File: src/rtl/blk_3398b2_if.sv
// blk_3398b2_if: plaintext/key inputs and ciphertext/done outputs of the PRESENT core.
interface blk_3398b2_if;
  logic [63:0] state;
  logic [79:0] keys;
  logic [63:0] result;
  logic        done;
  modport master (output state, keys, input result, done);
  modport slave (input state, keys, output result, done);
endinterface

File: src/rtl/blk_3398b2.sv
// blk_3398b2: free-running iterative PRESENT-80 encryptor, one round per clock, 33-cycle cadence.
module blk_3398b2 (
  input logic         clk,
  input logic         rst_n,
  blk_3398b2_if.slave bus
);
  localparam logic [63:0] SBOX = 64'h21748FE3DA09B65C;
  logic [63:0] data_q, data_d, result_q, result_d, mixed, subst, perm, rev;
  logic [79:0] key_q, key_d, rot, key_nx;
  logic [5:0]  rc_q, rc_d;
  logic        done_q, done_d;
  function automatic logic [3:0] sbox(input logic [3:0] n);
    return SBOX[{n, 2'b00} +: 4];
  endfunction
  assign mixed  = data_q ^ key_q[79:16];
  assign rot    = {key_q[18:0], key_q[79:19]};
  assign key_nx = {sbox(rot[79:76]), rot[75:20], rot[19:15] ^ rc_q[4:0], rot[14:0]};
  always_comb begin
    subst = '0;
    perm  = '0;
    rev   = '0;
    for (int i = 0; i < 16; i++) subst[4*i +: 4] = sbox(mixed[4*i +: 4]);
    for (int i = 0; i < 63; i++) perm[(16*i) % 63] = subst[i];
    perm[63] = subst[63];
    for (int i = 0; i < 64; i++) rev[i] = mixed[63-i];
  end
  // rc doubles as the phase: 0 = LOAD, 1..31 = ROUND, 32 = FINAL
  always_comb begin
    data_d   = data_q;
    key_d    = key_q;
    rc_d     = rc_q;
    result_d = result_q;
    done_d   = 1'b0;
    if (rc_q == 6'd0) begin
      data_d = bus.state;
      key_d  = bus.keys;
      rc_d   = 6'd1;
    end else if (rc_q == 6'd32) begin
      result_d = rev;
      done_d   = 1'b1;
      rc_d     = 6'd0;
    end else begin
      data_d = perm;
      key_d  = key_nx;
      rc_d   = rc_q + 6'd1;
    end
  end
  always_ff @(posedge clk) begin
    if (!rst_n) begin
      data_q   <= '0;
      key_q    <= '0;
      rc_q     <= '0;
      result_q <= '0;
      done_q   <= 1'b0;
    end else begin
      data_q   <= data_d;
      key_q    <= key_d;
      rc_q     <= rc_d;
      result_q <= result_d;
      done_q   <= done_d;
    end
  end
  assign bus.result = result_q;
  assign bus.done   = done_q;
endmodule

File: src/flat_wrapper.sv
// flat-port wrapper written by rule: the top's interface ports become plain ports
module blk_3398b2_flat 
  (clk, rst_n, bus_state, bus_keys, bus_result, bus_done);
  blk_3398b2_if bus_i ();
  input logic clk;
  input logic rst_n;
  input wire logic [$bits(bus_i.state)-1:0] bus_state;
  input wire logic [$bits(bus_i.keys)-1:0] bus_keys;
  output wire logic [$bits(bus_i.result)-1:0] bus_result;
  output wire logic [$bits(bus_i.done)-1:0] bus_done;
  assign bus_i.state = bus_state;
  assign bus_i.keys = bus_keys;
  assign bus_result = bus_i.result;
  assign bus_done = bus_i.done;
  blk_3398b2 u_core (.clk(clk), .rst_n(rst_n), .bus(bus_i));
endmodule
File: config.mk
export PLATFORM = sky130hd
export DESIGN_NAME = blk_3398b2_flat
export DESIGN_NICKNAME = d
export VERILOG_FILES = /design/src/rtl/blk_3398b2_if.sv /design/src/rtl/blk_3398b2.sv /design/src/flat_wrapper.sv
export SDC_FILE = /design/constraint.sdc
export NUM_CORES = 1
export LEC_CHECK = 0
export CAP_MARGIN = 25
export CELL_PAD_IN_SITES_DETAIL_PLACEMENT = 1
export CELL_PAD_IN_SITES_GLOBAL_PLACEMENT = 2
export CORE_ASPECT_RATIO = 1.25
export CORE_MARGIN = 10
export CORE_UTILIZATION = 35
export DETAILED_ROUTE_END_ITERATION = 7
export GPL_TIMING_DRIVEN = 1
export PLACE_DENSITY_LB_ADDON = 0.12
export SYNTH_ARGS = -nofsm -noshare
export SYNTH_HDL_FRONTEND = slang
export SYNTH_SLANG_ARGS = --single-unit
File: constraint.sdc
create_clock -name clk -period 3.9 [get_ports clk]
set_input_delay 0.585 -clock clk [delete_from_list [all_inputs] [get_ports clk]]
set_output_delay 0.585 -clock clk [all_outputs]
set_load 0.05 [all_outputs]
==> results of run 1 <==
registers in the layout, summed over array words and instances (netlist names):
name,cells
u_core.bus.result,64
u_core.bus.done,1
u_core.key_q,80
u_core.rc_q,6
u_core.data_q,64
where the power goes:
| group | internal [mW] | switching [mW] |
|---|---|---|
| Combinational | 2.49 | 3.13 |
| Sequential | 2.71 | 0.688 |
| Clock | 1.37 | 0.963 |
| Total | 6.56 | 4.78 |
logic make-up after synthesis:
kind of cell / synth area share, %
multiplexers: 13.3
XOR/XNOR: 8.31
buffers and inverters: 5.28
adder cells (fa/ha/maj): 6.22
AND/OR/NAND/NOR: 9.21
AO/OA/AOI/OAI: 18.8
flip-flops: 38.9
per-layer routing:
layer  vias up  GRT usage, %  part of all wire (%)
li1       4594             -                     -
met1      4748          27.1                    43
met2       257          36.6                    49
met3        48          3.66                   5.9
met4         2          4.97                   2.1
met5         -             0                 0.030
layout by cell type, fill, tap and decap left out, types with 30 or more instances in the layout:
cell	instances
xor2_1	39
xnor2_1	66
inv_1	65
mux2i_1	92
nand2_1	159
a22oi_1	30
clkdlybuf4s50_1	210
nor2_1	32
dfxtp_1	215
ha_1	55
o21ai_0	154
through the flow:
stage               setup WS (ns)  hold WS [ns]  utilization, %  instances
floorplan                    1.91         0.424               -       1182
global placement             1.15         0.435            43.8       1755
detailed placement           1.08         0.441            43.8       1755
CTS                          1.07         0.457            46.3       1799
global route                0.904         0.481            46.3       1800
finish                       1.04         0.450            46.4       1801
tightest hold or removal path, delay by kind of cell (launching register included):
family	cells	cell delay, ns
AOI/OAI and AO/OA	1	0.05
DFF	1	0.32
and+or+nand+nor	1	0.04
worst paths after layout:
path / start / end / slack (ns) / cells past startpoint
setup / recovery: u_core.rc_q[0]$_SDFF_PN0_ / u_core.data_q[1]$_SDFFE_PN0P_ / 1.04 / 7
hold / removal: u_core.key_q[12]$_SDFFE_PN0P_ / u_core.key_q[12]$_SDFFE_PN0P_ / 0.45 / 2
hold reg to reg: u_core.key_q[12]$_SDFFE_PN0P_ / u_core.key_q[12]$_SDFFE_PN0P_ / 0.45 / 2
setup reg to reg: u_core.rc_q[0]$_SDFF_PN0_ / u_core.data_q[1]$_SDFFE_PN0P_ / 1.04 / 7
final cells by class:
class,count,area [um2]
Antenna cell,1,2.50
Clock buffer,35,693
Clock inverter,9,101
Fill cell,3506,16700
Inverter,66,250
Multi-Input combinational cell,836,6200
Sequential cell,215,4300
Tap cell,407,509
Timing Repair Buffer,232,2340
==> impl_metrics.prom, run 1 <==
# TYPE chip_impl_metric gauge
chip_impl_metric{name="cts_repair_resize_count",unit=""} 0
chip_impl_metric{name="globalRoute.totalOverflow",unit=""} 0
chip_impl_info{name="slowest_stage",value="or4b_1"} 1
chip_impl_info{name="synth_top_cells_by_count",value="dfxtp_1, nand2_1, o21ai_0"} 1
chip_impl_metric{name="cp_max_fanout",unit=""} 22
chip_impl_metric{name="nets",unit=""} 1576
chip_impl_info{name="post-synth-top-count-cell",value="dfxtp_1"} 1
chip_impl_metric{name="detailroute.via_count",unit=""} 9649
chip_impl_metric{name="final_layout_size_suffix_gt1_share",unit="%"} 7.54
chip_impl_metric{name="placement_rows",unit=""} 72
chip_impl_metric{name="maxSlewViolCount",unit=""} 0
chip_impl_metric{name="yosys_register_bits",unit=""} 215
chip_impl_metric{name="fp.dieArea",unit="um2"} 39200
chip_impl_metric{name="setup_tns",unit="ns"} 0
chip_impl_metric{name="cp_num_buf_inv",unit=""} 2
chip_impl_metric{name="synth.cell_area",unit="um2"} 11100
chip_impl_info{name="worst_hold_path_type",value="reg -> reg"} 1
chip_impl_info{name="critical_setup_path_kind",value="reg -> reg"} 1
chip_impl_metric{name="cts.sink_count",unit=""} 215
chip_impl_metric{name="synth_seq_area_share",unit="%"} 38.9
chip_impl_metric{name="gp_congestion",unit=""} 0.858
chip_impl_metric{name="first_global_vias",unit=""} 9988
chip_impl_metric{name="cts_made_buffers",unit=""} 24
chip_impl_metric{name="start_util",unit="%"} 35.6
chip_impl_info{name="cp_cell_sequence",value="inv_1, ha_1, or4b_1, nor2_8, buf_4, nor3_1, o31ai_1"} 1
chip_impl_info{name="tritoncts",value="done"} 1
chip_impl_metric{name="dieWidth",unit="um"} 179
chip_impl_info{name="end_kind",value="flip-flop"} 1
chip_impl_metric{name="drtAntennaViolNets",unit=""} 0
chip_impl_metric{name="wl",unit="um"} 43200
chip_impl_metric{name="initial_drc_count",unit=""} 571
chip_impl_metric{name="routed_wire_per_std_cell",unit="um"} 24.0
chip_impl_metric{name="ctsHtreeMaxLevel",unit=""} 1
chip_impl_metric{name="route.detailed.vias_per_inst",unit=""} 5.36
chip_impl_metric{name="yosys.area.top_type_share",unit="%"} 38.9
chip_impl_metric{name="critPathRequiredTime",unit="ns"} 4.34
chip_impl_metric{name="worst_setup_hold_path_clk_slew",unit="ns"} 0.07
chip_impl_metric{name="synth_cell_types",unit=""} 48
chip_impl_metric{name="clk_latency",unit="ns"} 0.53
chip_impl_metric{name="postPlaceCellArea",unit="um2"} 13600
chip_impl_info{name="ys_dominant_reg_cell",value="dfxtp_1"} 1
chip_impl_info{name="rsz0062_at_grt",value="no"} 1
chip_impl_metric{name="grt_first_pass_wirelength",unit="um"} 63200
chip_impl_metric{name="cts_post_setup_buffers_inserted",unit=""} 0
chip_impl_info{name="critical-path-top-delay-family",value="simple AND/OR/NAND/NOR gates"} 1
chip_impl_metric{name="postSynth.asyncResetShare",unit="%"} 0
chip_impl_metric{name="final_count_of_negative_setup_slack_endpoints",unit=""} 0
chip_impl_metric{name="power.ir.vdd_worst",unit="V"} 0.000285
chip_impl_metric{name="dp_hpwl",unit="um"} 33600
chip_impl_info{name="synth_top_area_cell",value="dfxtp_1"} 1
chip_impl_metric{name="grt_max_degree",unit=""} 76
chip_impl_metric{name="layout_min_cycle_time",unit="ns"} 2.86
chip_impl_metric{name="synthesis.instances",unit=""} 1182
chip_impl_metric{name="die_y",unit="um"} 219
chip_impl_metric{name="grt_antenna_before_repair",unit=""} 2
chip_impl_metric{name="synth_warnings",unit=""} 0
chip_impl_metric{name="worst_clock_skew",unit="ns"} 0.0162
chip_impl_metric{name="cts_max_path_buffers",unit=""} 3
chip_impl_info{name="status",value="complete, no violations"} 1
chip_impl_metric{name="drcViolationCount",unit=""} 0
chip_impl_metric{name="final_cell_area",unit="um2"} 14400
chip_impl_metric{name="cp_slowest_stage_delay",unit="ns"} 0.84
chip_impl_info{name="worst_setup_path_start_kind",value="flip-flop"} 1
chip_impl_info{name="synth.area.top_cells",value="dfxtp_1, mux2i_1, o21ai_0"} 1
chip_impl_metric{name="power.static_leakage",unit="nW"} 5.76
chip_impl_metric{name="hold_viol_final",unit=""} 0
chip_impl_metric{name="total_power",unit="mW"} 11.3
chip_impl_metric{name="core_region_area",unit="um2"} 31100
chip_impl_metric{name="synth_enable_flop_cells",unit=""} 0
chip_impl_metric{name="layout_worst_path_cycle_share",unit="%"} 73.3
chip_impl_metric{name="detail_route.first_pass.iterations",unit=""} 4
chip_impl_metric{name="worst_slew_pin_tran",unit="ns"} 0.964
chip_impl_metric{name="powerDensity",unit="nW/um2"} 787
chip_impl_metric{name="grt_use_total",unit="%"} 21.3
chip_impl_metric{name="synth.avg_cell_area",unit="um2"} 9.37
chip_impl_metric{name="cap_violations",unit=""} 0
chip_impl_metric{name="timing.max_slew.rel_slack",unit="%"} 35.5
chip_impl_metric{name="maxClockFrequency",unit="GHz"} 0.350
chip_impl_metric{name="crit_arrival",unit="ns"} 3.30
chip_impl_metric{name="synthesis.nets",unit=""} 1383
chip_impl_metric{name="placement.io_buffers",unit=""} 210
chip_impl_metric{name="io-pin-count",unit=""} 211
chip_impl_metric{name="areaGrowthSynthToFinish",unit="%"} 30.1
chip_impl_info{name="cts_root_buffer",value="clkbuf_16"} 1
chip_impl_metric{name="holdBufCountCts",unit=""} 0
(Power assumes the default switching activity.)
==> run 2, diff against run 1 <==
- CORE_UTILIZATION: 35 -> 29
- clock period: 3.9 -> 2.5 ns (I/O delays scaled with it)
==> run 2 against run 1 <==
Compared with the run above: via count increased by 0.40%; first-iteration DRC count decreased by 10%; critical path type unchanged; power increased by 63%.
==> impl_metrics.prom, run 2 (synthesized netlist as in run 1, its figures left out) <==
# TYPE chip_impl_metric gauge
chip_impl_metric{name="largest_register_ffs",unit=""} 80
chip_impl_info{name="top_register",value="u_core.key_q"} 1
chip_impl_metric{name="powerDensity",unit="nW/um2"} 1240
chip_impl_metric{name="final_layout_size_suffix_gt1_share",unit="%"} 10.3
chip_impl_info{name="final_common_cell",value="dfxtp_1"} 1
chip_impl_metric{name="crit_arrival",unit="ns"} 2.71
chip_impl_metric{name="route.detailed.vias_per_inst",unit=""} 5.06
chip_impl_metric{name="dp_hpwl",unit="um"} 36200
chip_impl_metric{name="final_cell_area",unit="um2"} 14900
chip_impl_info{name="tritoncts",value="done"} 1
chip_impl_info{name="most-common-layout-cells",value="dfxtp_1, clkdlybuf4s50_1, nand2_1"} 1
chip_impl_info{name="cp_cell_sequence",value="inv_1, ha_1, or4b_1, nor2_8, buf_12, buf_4, a2111oi_0, o31ai_1"} 1
chip_impl_metric{name="setup_tns",unit="ns"} 0
chip_impl_metric{name="core_region_area",unit="um2"} 37500
chip_impl_info{name="rsz0062_at_grt",value="no"} 1
chip_impl_metric{name="cap_violations",unit=""} 0
chip_impl_metric{name="power.ir.vdd_worst",unit="V"} 0.000532
chip_impl_metric{name="insertedDiodeCount",unit=""} 0
chip_impl_info{name="worst_hold_path_type",value="in -> reg"} 1
chip_impl_metric{name="post-route-util",unit="%"} 39.8
chip_impl_metric{name="power.static_leakage",unit="nW"} 6.00
chip_impl_metric{name="io-pin-count",unit=""} 211
chip_impl_metric{name="hold_viol_final",unit=""} 0
chip_impl_metric{name="final_count_of_negative_setup_slack_endpoints",unit=""} 0
chip_impl_info{name="cts_root_buffer",value="clkbuf_16"} 1
chip_impl_metric{name="layout_worst_path_cycle_share",unit="%"} 90.7
chip_impl_metric{name="cts_post_setup_buffers_inserted",unit=""} 0
chip_impl_metric{name="die_y",unit="um"} 238
chip_impl_metric{name="areaGrowthSynthToFinish",unit="%"} 34.8
chip_impl_metric{name="drtAntennaViolNets",unit=""} 0
chip_impl_metric{name="area_taken_by_multi_input_logic_gates",unit="um2"} 6200
chip_impl_metric{name="worst_slew_pin_tran",unit="ns"} 1.06
chip_impl_metric{name="drcViolationCount",unit=""} 0
chip_impl_metric{name="layout_min_cycle_time",unit="ns"} 2.27
chip_impl_metric{name="routed_wire_per_std_cell",unit="um"} 24.0
chip_impl_metric{name="fp.dieArea",unit="um2"} 46400
chip_impl_metric{name="detailroute.via_count",unit=""} 9688
chip_impl_metric{name="grt_antenna_before_repair",unit=""} 0
chip_impl_metric{name="setup_ws",unit="ns"} 0.233
chip_impl_metric{name="grt_max_degree",unit=""} 55
chip_impl_metric{name="cts_max_path_buffers",unit=""} 3
chip_impl_metric{name="holdWs",unit="ns"} 0.448
chip_impl_info{name="slowest_stage",value="or4b_1"} 1
chip_impl_metric{name="worst_clock_skew",unit="ns"} 0.0215
chip_impl_metric{name="layout.filler_cells",unit=""} 4246
chip_impl_metric{name="maxClockFrequency",unit="GHz"} 0.441
chip_impl_metric{name="detail_route.first_pass.iterations",unit=""} 4
chip_impl_metric{name="cts_repair_resize_count",unit=""} 0
chip_impl_metric{name="ctsHtreeMaxLevel",unit=""} 1
chip_impl_metric{name="start_util",unit="%"} 29.6
chip_impl_metric{name="cp_num_buf_inv",unit=""} 3
chip_impl_info{name="worst_setup_path_start_kind",value="flip-flop"} 1
chip_impl_metric{name="critPathRequiredTime",unit="ns"} 2.94
chip_impl_info{name="status",value="complete, no violations"} 1
chip_impl_metric{name="worst_setup_hold_path_clk_slew",unit="ns"} 0.06
chip_impl_metric{name="grt_use_total",unit="%"} 19.1
chip_impl_metric{name="dieWidth",unit="um"} 195
chip_impl_metric{name="initial_drc_count",unit=""} 513
chip_impl_metric{name="sequential_cell_area",unit="um2"} 4300
chip_impl_metric{name="number_of_placed_instances_taps_included",unit=""} 1876
chip_impl_info{name="end_kind",value="flip-flop"} 1
chip_impl_metric{name="placement.io_buffers",unit=""} 210
chip_impl_info{name="critical_setup_path_kind",value="reg -> reg"} 1
chip_impl_metric{name="placement_rows",unit=""} 79
chip_impl_metric{name="total_power",unit="mW"} 18.5
chip_impl_metric{name="first_global_vias",unit=""} 10100
chip_impl_metric{name="fin_cells",unit=""} 1916
chip_impl_metric{name="grt_first_pass_wirelength",unit="um"} 67300
chip_impl_metric{name="cp_max_fanout",unit=""} 22
chip_impl_metric{name="holdBufCountCts",unit=""} 0
chip_impl_metric{name="postPlaceCellArea",unit="um2"} 14100
chip_impl_metric{name="wl",unit="um"} 46000
chip_impl_metric{name="nets",unit=""} 1618
chip_impl_metric{name="cts_made_buffers",unit=""} 25
chip_impl_metric{name="timing.max_slew.rel_slack",unit="%"} 29.2
chip_impl_metric{name="cp_slowest_stage_delay",unit="ns"} 0.59
chip_impl_info{name="critical-path-top-delay-family",value="simple AND/OR/NAND/NOR gates"} 1
chip_impl_metric{name="globalRoute.totalOverflow",unit=""} 0
chip_impl_metric{name="maxSlewViolCount",unit=""} 0
chip_impl_metric{name="clk_latency",unit="ns"} 0.55
chip_impl_metric{name="gp_congestion",unit=""} 0.851
chip_impl_metric{name="place_ws",unit="ns"} 0.224
chip_impl_metric{name="cts.sink_count",unit=""} 215
## run 2: cell types whose count changed in the layout (fill, tap and decap cells not counted), sizes merged
cell	before	now
clkinv	6	3
buf	22	63
diode	1	0
clkbuf	35	34
## run 2: area by class of cell
cell class              count  area share [%]
multi-input cells         836            41.6
flip-flops and latches    215            28.8
repair buffers            273            18.4
clock buffers              34            4.89
well taps                 486            4.07
inverters                  66            1.68
clock inverters             6           0.553
## run 2: worst min-delay path, stage by stage
cell and delay [ns]:
clkdlybuf4s50_1 0.46, a22oi_1 0.06, nand2_1 0.06
## run 2: where the power goes
group / switching (mW) / leakage (nW) / internal [mW]
clock: 1.52 / 0.401 / 2.22
combinational: 5.08 / 3.84 / 4.38
sequential: 1.05 / 1.77 / 4.23
total: 7.65 / 6.00 / 10.8
## run 2: worst paths after layout
kind | from | to | slack, ns | cells after the start
setup / recovery | u_core.rc_q[0]$_SDFF_PN0_ | u_core.data_q[13]$_SDFFE_PN0P_ | 0.23 | 8
hold / removal | bus_state[37] | u_core.data_q[37]$_SDFFE_PN0P_ | 0.45 | 3
setup reg to reg | u_core.rc_q[0]$_SDFF_PN0_ | u_core.data_q[13]$_SDFFE_PN0P_ | 0.23 | 8
hold reg to reg | u_core.bus.result[11]$_SDFFE_PN0P_ | u_core.bus.result[11]$_SDFFE_PN0P_ | 0.45 | 2
## run 2: routing by layer
layer,track usage (%),up-vias,share of wire (%)
li1,-,4672,-
met1,25.3,4757,46
met2,31.6,220,47
met3,3.18,39,4.8
met4,4.47,0,1.8
met5,0,-,0
